[config.mk]
export PLATFORM = sky130hd
export DESIGN_NAME = sample_capture_buf
export DESIGN_NICKNAME = d
export VERILOG_FILES = /design/src/rtl/sample_capture_buf.sv
export SDC_FILE = /design/constraint.sdc
export NUM_CORES = 1
export LEC_CHECK = 0
export ABC_AREA = 1
export BUFFER_PORTS_ARGS = -buffer_cell sky130_fd_sc_hd__buf_2
export CAP_MARGIN = 20
export CELL_PAD_IN_SITES_DETAIL_PLACEMENT = 2
export CELL_PAD_IN_SITES_GLOBAL_PLACEMENT = 2
export CORE_AREA = 2 2 425 343
export CTS_BUF_LIST = sky130_fd_sc_hd__clkbuf_4
export CTS_CLUSTER_SIZE = 16
export DETAILED_ROUTE_END_ITERATION = 8
export DIE_AREA = 0 0 427 345
export PLACE_DENSITY_LB_ADDON = 0.1
export SYNTH_ARGS = -nofsm -noshare
export SYNTH_HDL_FRONTEND = slang
export SYNTH_SLANG_ARGS = --single-unit
[constraint.sdc]
create_clock -name i_clk -period 5.1 [get_ports i_clk]
set_input_delay 0.51 -clock i_clk [delete_from_list [all_inputs] [get_ports i_clk]]
set_output_delay 0.51 -clock i_clk [all_outputs]
set_load 0.03 [all_outputs]
[src/rtl/sample_capture_buf.sv]
// Capture buffer that fills DEPTH signed samples, asks a downstream scanner to read them, and re-arms when the scan is done.
// Latency: o_rdata is valid one cycle after i_rden. There is no backpressure: samples offered in START or BUSY are dropped.
// Build option SAMPLE_CAPTURE_DROP_CNT_EN adds the saturating o_drop_cnt output.
module sample_capture_buf #(
  parameter int DEPTH = 128,
  parameter int WIDTH = 8
) (
  input  logic                       i_clk,
  input  logic                       i_rst_n,
  input  logic                       i_clr,
  input  logic                       i_wr_valid,
  input  logic signed [WIDTH-1:0]    i_wr_data,
  output logic                       o_full,
  output logic [$clog2(DEPTH):0]     o_level,
  output logic                       o_start,
  input  logic                       i_done,
  input  logic                       i_rden,
  input  logic [$clog2(DEPTH)-1:0]   i_addr,
  output logic signed [WIDTH-1:0]    o_rdata
`ifdef SAMPLE_CAPTURE_DROP_CNT_EN
  ,
  output logic [7:0]                 o_drop_cnt
`endif
);

  localparam int AW = $clog2(DEPTH);
  localparam int LW = AW + 1;

  typedef enum logic [1:0] {
    FILL  = 2'd0,
    START = 2'd1,
    BUSY  = 2'd2
  } state_t;

  state_t                  state;
  state_t                  state_nxt;
  logic [AW-1:0]           wptr;
  logic                    done_q;
  logic                    done_rise;
  logic                    wr_en;
  logic signed [WIDTH-1:0] mem [DEPTH];

  // A clear in the same cycle as a sample discards that sample.
  assign wr_en     = (state == FILL) && i_wr_valid && !i_clr;
  assign done_rise = i_done && !done_q;

  always_ff @(posedge i_clk or negedge i_rst_n) begin
    if (!i_rst_n) begin
      state <= FILL;
    end else begin
      state <= state_nxt;
    end
  end

  always_comb begin
    state_nxt = state;
    if (i_clr) begin
      state_nxt = FILL;
    end else begin
      case (state)
        FILL:    if (wr_en && (wptr == AW'(DEPTH - 1))) state_nxt = START;
        START:   state_nxt = BUSY;
        BUSY:    if (done_rise) state_nxt = FILL;
        default: state_nxt = FILL;
      endcase
    end
  end

  always_comb begin
    o_start = 1'b0;
    o_full  = 1'b1;
    o_level = LW'(DEPTH);
    case (state)
      FILL: begin
        o_full  = 1'b0;
        o_level = {1'b0, wptr};
      end
      START:   o_start = 1'b1;
      default: ;
    endcase
  end

  // wptr wraps to 0 on the last write, so the next capture starts at address 0.
  always_ff @(posedge i_clk or negedge i_rst_n) begin
    if (!i_rst_n) begin
      wptr   <= '0;
      done_q <= 1'b0;
    end else if (i_clr) begin
      wptr   <= '0;
      done_q <= 1'b0;
    end else begin
      done_q <= i_done;
      if (wr_en) wptr <= wptr + AW'(1);
    end
  end

  always_ff @(posedge i_clk) begin
    if (wr_en) mem[wptr] <= i_wr_data;
  end

  // Read-first: a same-address write in this cycle lands after the read sample.
  always_ff @(posedge i_clk or negedge i_rst_n) begin
    if (!i_rst_n) begin
      o_rdata <= '0;
    end else if (i_rden) begin
      o_rdata <= mem[i_addr];
    end
  end

`ifdef SAMPLE_CAPTURE_DROP_CNT_EN
  always_ff @(posedge i_clk or negedge i_rst_n) begin
    if (!i_rst_n) begin
      o_drop_cnt <= 8'd0;
    end else if (i_clr) begin
      o_drop_cnt <= 8'd0;
    end else if (i_wr_valid && (state != FILL) && (o_drop_cnt != 8'hFF)) begin
      o_drop_cnt <= o_drop_cnt + 8'd1;
    end
  end
`endif

endmodule

==> out/results.ini, run 1 <==
[sta]
setup_viol=0
worst_slack_ps=1850
rsz0062_at_grt=no
slew_headroom_pct=24.7
final.period_utilization_pct=63.8
whs_ps=234
tightest_slew_ps=1130
hold_violations=0
finalCriticalPeriod_ps=3250
finalSetupTns_ps=0
maxSlewViolCount=0
max_freq_mhz=308
finClkSkew_ps=66.5

[die]
die_h_um=345
num_io_pins=39
dieArea_mm2=0.147
core_mm2=0.144
dieWidth_um=427
rows=125
initial_core_util_pct=29.8

[drt]
wire_per_inst_um=25.9
post-route-drc-count=0
drtAntennaViolNets=0
vias=29600
vias_per_cell=5.00
first_pass_iters=5
drt_first_iter_violations=2387
routed_wl_um=153000

[worst_setup_path]
critical_path_buf_inv_count=3
worst_path_largest_cell_delay_ps=550
r2r_slack_ps=1850
worst_setup_path_start_kind=flip-flop
crit_type=flip-flop to flip-flop
cp_data_required_time_ps=6010
cp_top_family=simple AND/OR/NAND/NOR gates
cp_slowest_cell=nand3_2
crit_chain=nor2_1 > nand2_1 > nor2_4 > inv_1 > nor2_4 > nand3_2 > buf_16 > buf_4 > nor2_1
crit_path_end_kind=flip-flop
crit_arrival_ps=4160
path_max_fanout=10

[synthesis]
synth.top_cell.area_share_pct=72.0
ys_ff_latch=1042
syn_area_mm2=0.0427
yosys-top-cells-area=edfxtp_1, nand3_1, nand2_1
ys_seq_area_share_pct=73.0
ys_types=27
async_reset_ff_share_pct=1.73
synthCells=3590
synth.most_common_cell=nand2_1
synth_ff_type=edfxtp_1
ys_warn_count=0
synth_common_cells=nand2_1, edfxtp_1, nand3_1
synth_largest_area_cell=edfxtp_1
synth_edf_count=1024
syn-num-nets=3612
syn_area_per_cell_um2=11.9

[clock_tree]
cts_setup_buffers=0
cts_made_buffers=306
cts_sinks=1042
cts_tree=yes
htreeDepth=5
clkLatencyLatePin_ps=1270
clkTransAtPathRegs_ps=60
ctsHoldBuffers=29
ctsResizeCount=0
clock_tree.root_cell=clkbuf_4
ctsLongestPathBuffers=4

[place]
pre_cts_ws_ps=1750
placedCellCount=5366
io_buffer_count=38
dp.final_hpwl_um=87800
place_congestion=0.793

[cells_and_area]
nFillCells=15300
final_cells=5917
area_delta_synth_final_pct=13.7
drive_above_1_share_pct=14.5
final_nets=3821

[job]
max-cap-violations=0

[global_routing]
grt_util_all_layers_pct=20.8
grt_max_degree=163
first_global_vias=32200
grt_pass1_wl_um=223000
grt_overflow=0
antenna_found_initial=10

[run_status]
status=finished clean

[hold_path]
hp-class=input port to flip-flop

[power_and_ir_drop]
leakagePower_nw=17.2
ir_worst_vdd_mv=0.238
fin_total_pwr_mw=18.4
pwr_density_cell_mw_per_mm2=379

worst min-delay path, cell delays in order:
cell and delay, ps:
buf_4 190, nand3_1 110, nand3_1 80, nand3_1 120, nand2_1 70, nand2_1 150
nand3_1 110, nand3_1 80, nand2_1 50
power by group:
group / internal (mW) / switching, mW / total (mW)
registers: 9.41 / 0.0259 / 9.44
logic: 0.267 / 0.926 / 1.19
clock network: 4.08 / 3.70 / 7.78
through the flow:
step	util (%)	instance area, um^2
CTS	33.8	48500
global route	33.8	48600
global placement	31.0	44500
finish	33.8	48600
floorplan	-	42700
detailed placement	31.0	44600
sequential cells by signal, indices dropped and copies added, names as in the netlist:
| register | flops |
|---|---|
| done_q | 1 |
| state | 2 |
| wptr | 7 |
| o_rdata | 8 |
| mem | 1024 |
metal layers:
metal | GRT usage (%) | vias to the layer above | part of all wire, %
met2 | 32.1 | 782 | 46
li1 | - | 13300 | -
met5 | 0 | - | 0
met1 | 29.3 | 15200 | 47
met4 | 6.70 | 0 | 2.4
met3 | 3.89 | 279 | 5.3
path summary, 6_finish.rpt:
kind | start | cells past startpoint | end
max in group asynchronous | i_rst_n | 4 | o_rdata[6]
min in group asynchronous | i_rst_n | 3 | done_q
min reg2reg | state[1] | 1 | state[1]
max | state[1] | 9 | mem[90][1]
max reg2reg | state[1] | 9 | mem[90][1]
min | i_addr[2] | 9 | o_rdata[7]
cells by family (layout without fill, tap and decap cells):
group	after synthesis	count (layout)	share of synthesized area [%]
compound gates	10	10	0.161
fa+ha+maj	1	1	0.0293
other cells	0	10	0
buf+inv	258	670	3.76
simple gates	2279	2279	23.0
flops	1042	1042	73.0
placed cells by master (no fill, tap or decap), types with 4 or more instances in the layout:
master,n
buf_12,14
buf_2,27
buf_4,59
clkbuf_4,460
clkinv_1,46
dfrtp_1,18
diode_2,10
dlygate4sd3_1,29
edfxtp_1,1024
inv_1,19
inv_2,5
nand2_1,1128
nand3_1,986
nand3_2,4
nand4_1,4
nor2_1,150
nor3_1,5
layout make-up:
cell class / count / area (um^2) / share of cell area (%)
Timing Repair Buffer: 134 / 1260 / 2.60
Antenna cell: 10 / 25.0 / 0.0515
Sequential cell: 1042 / 31200 / 64.2
Multi-Input combinational cell: 2290 / 9930 / 20.4
Tap cell: 1905 / 2380 / 4.91
Clock buffer: 460 / 3450 / 7.11
Clock inverter: 51 / 195 / 0.402
Inverter: 25 / 120 / 0.247
(Power assumes the default switching activity.)
==> inputs of run 2 (changes only) <==
- clock period: 5.1 -> 2.85 ns (I/O delays scaled with it)
==> run 2 against run 1 <==
Critical path depth rose by 3; power is 79% higher; sequential power grew 79%; routed wire length grew 1.4%; die area stayed put; register-to-register slack worse by 1700 ps; combinational power increased by 93%; first-iteration DRC count down 16%; count of clock-buffer cells in the layout fell by 27; critical path type unchanged; highest routed layer unchanged.
==> out/results.ini, run 2 (synthesized netlist as in run 1, its figures left out) <==
[run_status]
status=finished clean

[cells_and_area]
reg_top3=mem x1024, o_rdata x8, wptr x7
final_cell_mix=nand2_1, edfxtp_1, nand3_1
final_nets=4042
largest_reg_flops=1024
regMostFlops=mem
mostFrequentLayoutCell=nand2_1
area_delta_synth_final_pct=18.5
design_area_mm2=0.0506
drive_above_1_share_pct=18.3

[job]
max-cap-violations=0

[die]
initial_core_util_pct=29.8
dieWidth_um=427
num_io_pins=39
dieArea_mm2=0.147
rows=125
core_mm2=0.144
die_h_um=345

[clock_tree]
clkLatencyLatePin_ps=1270
ctsLongestPathBuffers=4
htreeDepth=5
cts_tree=yes
cts_made_buffers=305
clkTransAtPathRegs_ps=70
cts_sinks=1042
clock_tree.root_cell=clkbuf_4

[sta]
max_freq_mhz=367
slew_headroom_pct=42.3
finalSetupTns_ps=0
setup_viol=0
final.period_utilization_pct=95.6
rsz0062_at_grt=no
finalCriticalPeriod_ps=2730
maxSlewViolCount=0
hold_violations=0
tightest_slew_ps=865
finClkSkew_ps=53.4

[power_and_ir_drop]
leakagePower_nw=18.4
ir_worst_vdd_mv=0.427
pwr_density_cell_mw_per_mm2=651

[drt]
post-route-drc-count=0
wire_per_inst_um=25.3
vias_per_cell=4.99
first_pass_iters=5
drt_first_iter_violations=2013
routed_wl_um=155000
vias=30500
drtAntennaViolNets=0

[worst_setup_path]
crit_chain=nand2_1 > nand3_1 > nand3_1 > nand3_1 > nand3_1 > nand2_1 > dlygate4sd3_1 > nand2_1 > nand3_1 > dlygate4sd3_1 > nand3_1 > nand2_1
worst_setup_path_start_kind=flip-flop
cp_top_family=buffers and inverters
cpMostUsedCell=nand3_1
worst_path_largest_cell_delay_ps=590
crit_type=flip-flop to flip-flop
crit_path_end_kind=flip-flop
critical_path_buf_inv_count=2
cp_data_required_time_ps=4000
cp_slowest_cell=dlygate4sd3_1
path_max_fanout=1
crit_arrival_ps=3870

[global_routing]
grt_pass1_wl_um=228000
grt_max_degree=129
first_global_vias=32900
grt_overflow=0
antenna_found_initial=5
grt_util_all_layers_pct=21.1

[place]
placed_area_mm2=0.0465
dp.final_hpwl_um=94000
place_congestion=0.766
io_buffer_count=38

[hold_path]
hp-class=input port to flip-flop

==> run 2: cell types whose count changed in the layout (fill, tap and decap cells not counted), moves of 5 or more <==
cell,previous run,this run
buf_4,59,229
buf_12,14,50
clkbuf_4,460,433
dlygate4sd3_1,29,48
clkinv_1,46,52
clkinv_2,3,9
nand3_1,986,981
nand3_2,4,9
==> run 2: report_power, final <==
| group | switching (mW) | internal [mW] |
|---|---|---|
| Sequential | 0.0297 | 16.8 |
| Clock | 6.58 | 7.20 |
| Combinational | 1.70 | 0.608 |
==> run 2: layout make-up <==
class	count	area, um^2
diodes	7	17.5
clock buffers	433	3250
clock inverters	66	337
fillers	15200	92900
inverters	25	121
multi-input cells	2290	9950
flip-flops and latches	1042	31200
well taps	1905	2380
repair buffers	356	3370
==> run 2: timing repair <==
item	4_1_cts	5_1_grt
hold buffers	51	0
setup endpoints to repair	7	9
setup buffers	0	0
endpoints found under the hold margin	1070	0
resized for setup	1	6
cloned	0	0
==> run 2: path summary, 6_finish.rpt <==
path | slack (ps) | cells after the start | start | endpoint
min in group asynchronous | 590 | 5 | i_rst_n | o_rdata[1]
hold / removal | 120 | 2 | i_wr_data[6] | mem[7][6]
setup / recovery | 120 | 12 | mem[115][2] | o_rdata[2]
hold reg to reg | 490 | 1 | state[0] | state[0]
max in group asynchronous | 2080 | 5 | i_rst_n | o_rdata[7]
setup reg to reg | 120 | 12 | mem[115][2] | o_rdata[2]
==> run 2: through the flow <==
step | power, mW | cells | hold WS, ps | setup slack, ps | util (%)
global placement | 19.4 | 5567 | 334 | 101 | 32.4
global route | 34.4 | 6122 | 67.6 | 7.05 | 35.3
CTS | 33.6 | 6117 | 2.10 | 5.70 | 35.2
floorplan | 18.3 | 3590 | -10.6 | 777 | -
detailed placement | 19.5 | 5567 | 339 | 94.7 | 32.4
finish | 33.0 | 6124 | 118 | 125 | 35.3
==> run 2: per-layer routing <==
layer	up-vias	global-route usage (%)	routed length, um
met3	229	3.30	6350
met1	15900	30.4	74400
met2	679	32.6	71500
met4	0	6.25	2950
li1	13700	-	-
met5	-	0	0
==> inputs of run 3 (changes only) <==
- MAX_ROUTING_LAYER: not set -> met4
==> run 3 against run 2 <==
Combinational power barely moved; routed wire length fell by 0.14%; sequential share of layout area barely moved; flip-flop and latch count did not move; count of clock-buffer cells in the layout did not move; clock skew fell by 1.6 ps; worst hold slack improved by 13 ps; non-clock buffer count did not move; cell area barely moved; maximum frequency rose by 0.51%; via count barely moved; largest power group unchanged.
==> out/results.ini, run 3 (synthesized netlist as in run 1, its figures left out) <==
[worst_setup_path]
cp_slowest_cell=dlygate4sd3_1
cpMostUsedCell=nand3_1
reg2reg_from=mem[115][2]
worst_setup_path_start_kind=flip-flop
r2r_end=o_rdata[2]
crit_type=flip-flop to flip-flop
worst_path_largest_cell_delay_ps=590
path_max_fanout=1
r2r_cells=12
cp_data_required_time_ps=3990
r2r_slack_ps=140
crit_arrival_ps=3850
crit_chain=nand2_1 > nand3_1 > nand3_1 > nand3_1 > nand3_1 > nand2_1 > dlygate4sd3_1 > nand2_1 > nand3_1 > dlygate4sd3_1 > nand3_1 > nand2_1
crit_path_end_kind=flip-flop

[cells_and_area]
final_cell_mix=nand2_1, edfxtp_1, nand3_1
drive_above_1_share_pct=18.3
utilization_pct=35.3
mostFrequentLayoutCell=nand2_1
regMostFlops=mem
area_delta_synth_final_pct=18.5
nFillCells=15200
reg_top3=mem x1024, o_rdata x8, wptr x7
largest_reg_flops=1024
final_nets=4042

[sta]
maxSlewViolCount=0
hold_violations=0
slew_headroom_pct=41.9
finalSetupTns_ps=0
tightest_slew_ps=872
rsz0062_at_grt=no
final.period_utilization_pct=95.1
finalCriticalPeriod_ps=2710
max_freq_mhz=369
setup_viol=0
finClkSkew_ps=51.8

[clock_tree]
cts_sinks=1042
clkTransAtPathRegs_ps=70
clkLatencyLatePin_ps=1270
cts_tree=yes
htreeDepth=5
cts_made_buffers=305
ctsLongestPathBuffers=4
cts_setup_buffers=0
clock_tree.root_cell=clkbuf_4

[place]
dp.final_hpwl_um=94000
place_congestion=0.777
io_buffer_count=38

[die]
rows=125
die_h_um=345
num_io_pins=39
dieWidth_um=427
initial_core_util_pct=29.8
core_mm2=0.144
dieArea_mm2=0.147

[hold_path]
hold_end=mem[7][6]
hold_start=i_wr_data[6]
min_path_cells=2
hp-class=input port to flip-flop

[drt]
m1WireLength_um=74200
post-route-drc-count=0
maxUsedRoutingLayer=met4
dr_wl_met3_um=6270
wire_per_inst_um=25.3
vias=30500
drtAntennaViolNets=0
routed_wl_um=155000
drt_first_iter_violations=2058
dr_wl_met2_um=71700
first_pass_iters=5
vias_per_cell=4.98

[power_and_ir_drop]
leakagePower_nw=18.4
pwr_density_cell_mw_per_mm2=651
ir_worst_vdd_mv=0.451

[global_routing]
grt_overflow=0
grt_util_all_layers_pct=21.7
grt_max_degree=129
first_global_vias=32900
antenna_found_initial=5
grt_pass1_wl_um=228000

[job]
max-cap-violations=0

[run_status]
status=finished clean

## run 3: metal layers
metal  vias up  global-route usage (%)
met1     15900                    30.4
met2       659                    32.7
met5         -                       -
met4         0                    6.49
li1      13800                       -
met3       223                    3.01
## run 3: repair_timing
| item | in CTS | in global routing |
|---|---|---|
| endpoints found under the hold margin | 1070 | 0 |
| resized for setup | 1 | 6 |
| hold buffers | 51 | 0 |
| pin swaps | 0 | 0 |
| setup endpoints to repair | 7 | 6 |
## run 3: how the worst max path moves through the flow
stage,cells after the start,from,endpoint
3_3_place_gp,14,i_addr[0],o_rdata[1]
5_1_grt,12,mem[115][2],o_rdata[2]
2_1_floorplan,8,state[1],mem[104][0]
3_5_place_dp,14,i_addr[0],o_rdata[1]
4_1_cts,4,state[1],o_level[0]
6_report,12,mem[115][2],o_rdata[2]
## run 3: final cells by class
cell class              instances  area, um^2  share of cell area [%]
clock buffers                 433        3250                    6.42
clock inverters                66         337                   0.665
well taps                    1905        2380                    4.71
inverters                      25         121                   0.240
multi-input cells            2290        9950                    19.7
diodes                          8        20.0                  0.0395
repair buffers                356        3370                    6.65
flip-flops and latches       1042       31200                    61.6
## run 3: power by group
part,switching [mW],internal [mW],total [mW]
clock,6.57,7.20,13.8
sequential,0.0297,16.8,16.9
combinational,1.70,0.608,2.30
## run 3: worst max-delay path, delay by kind of cell, from the launching register on
family / cells / cell delay, ps
buffers and inverters: 2 / 1140
and+or+nand+nor: 10 / 1100
DFF: 1 / 360
## run 3: metrics by stage
stage | hold WS, ps | worst slack, ps | instances | instance area [um^2] | power [mW]
floorplan | -10.6 | 777 | 3590 | 42700 | 18.3
global placement | 334 | 101 | 5567 | 46500 | 19.4
detailed placement | 339 | 94.7 | 5567 | 46500 | 19.5
CTS | 2.10 | 5.70 | 6117 | 50600 | 33.6
global route | 59.5 | 6.91 | 6123 | 50600 | 34.4
finish | 131 | 139 | 6125 | 50600 | 33.0
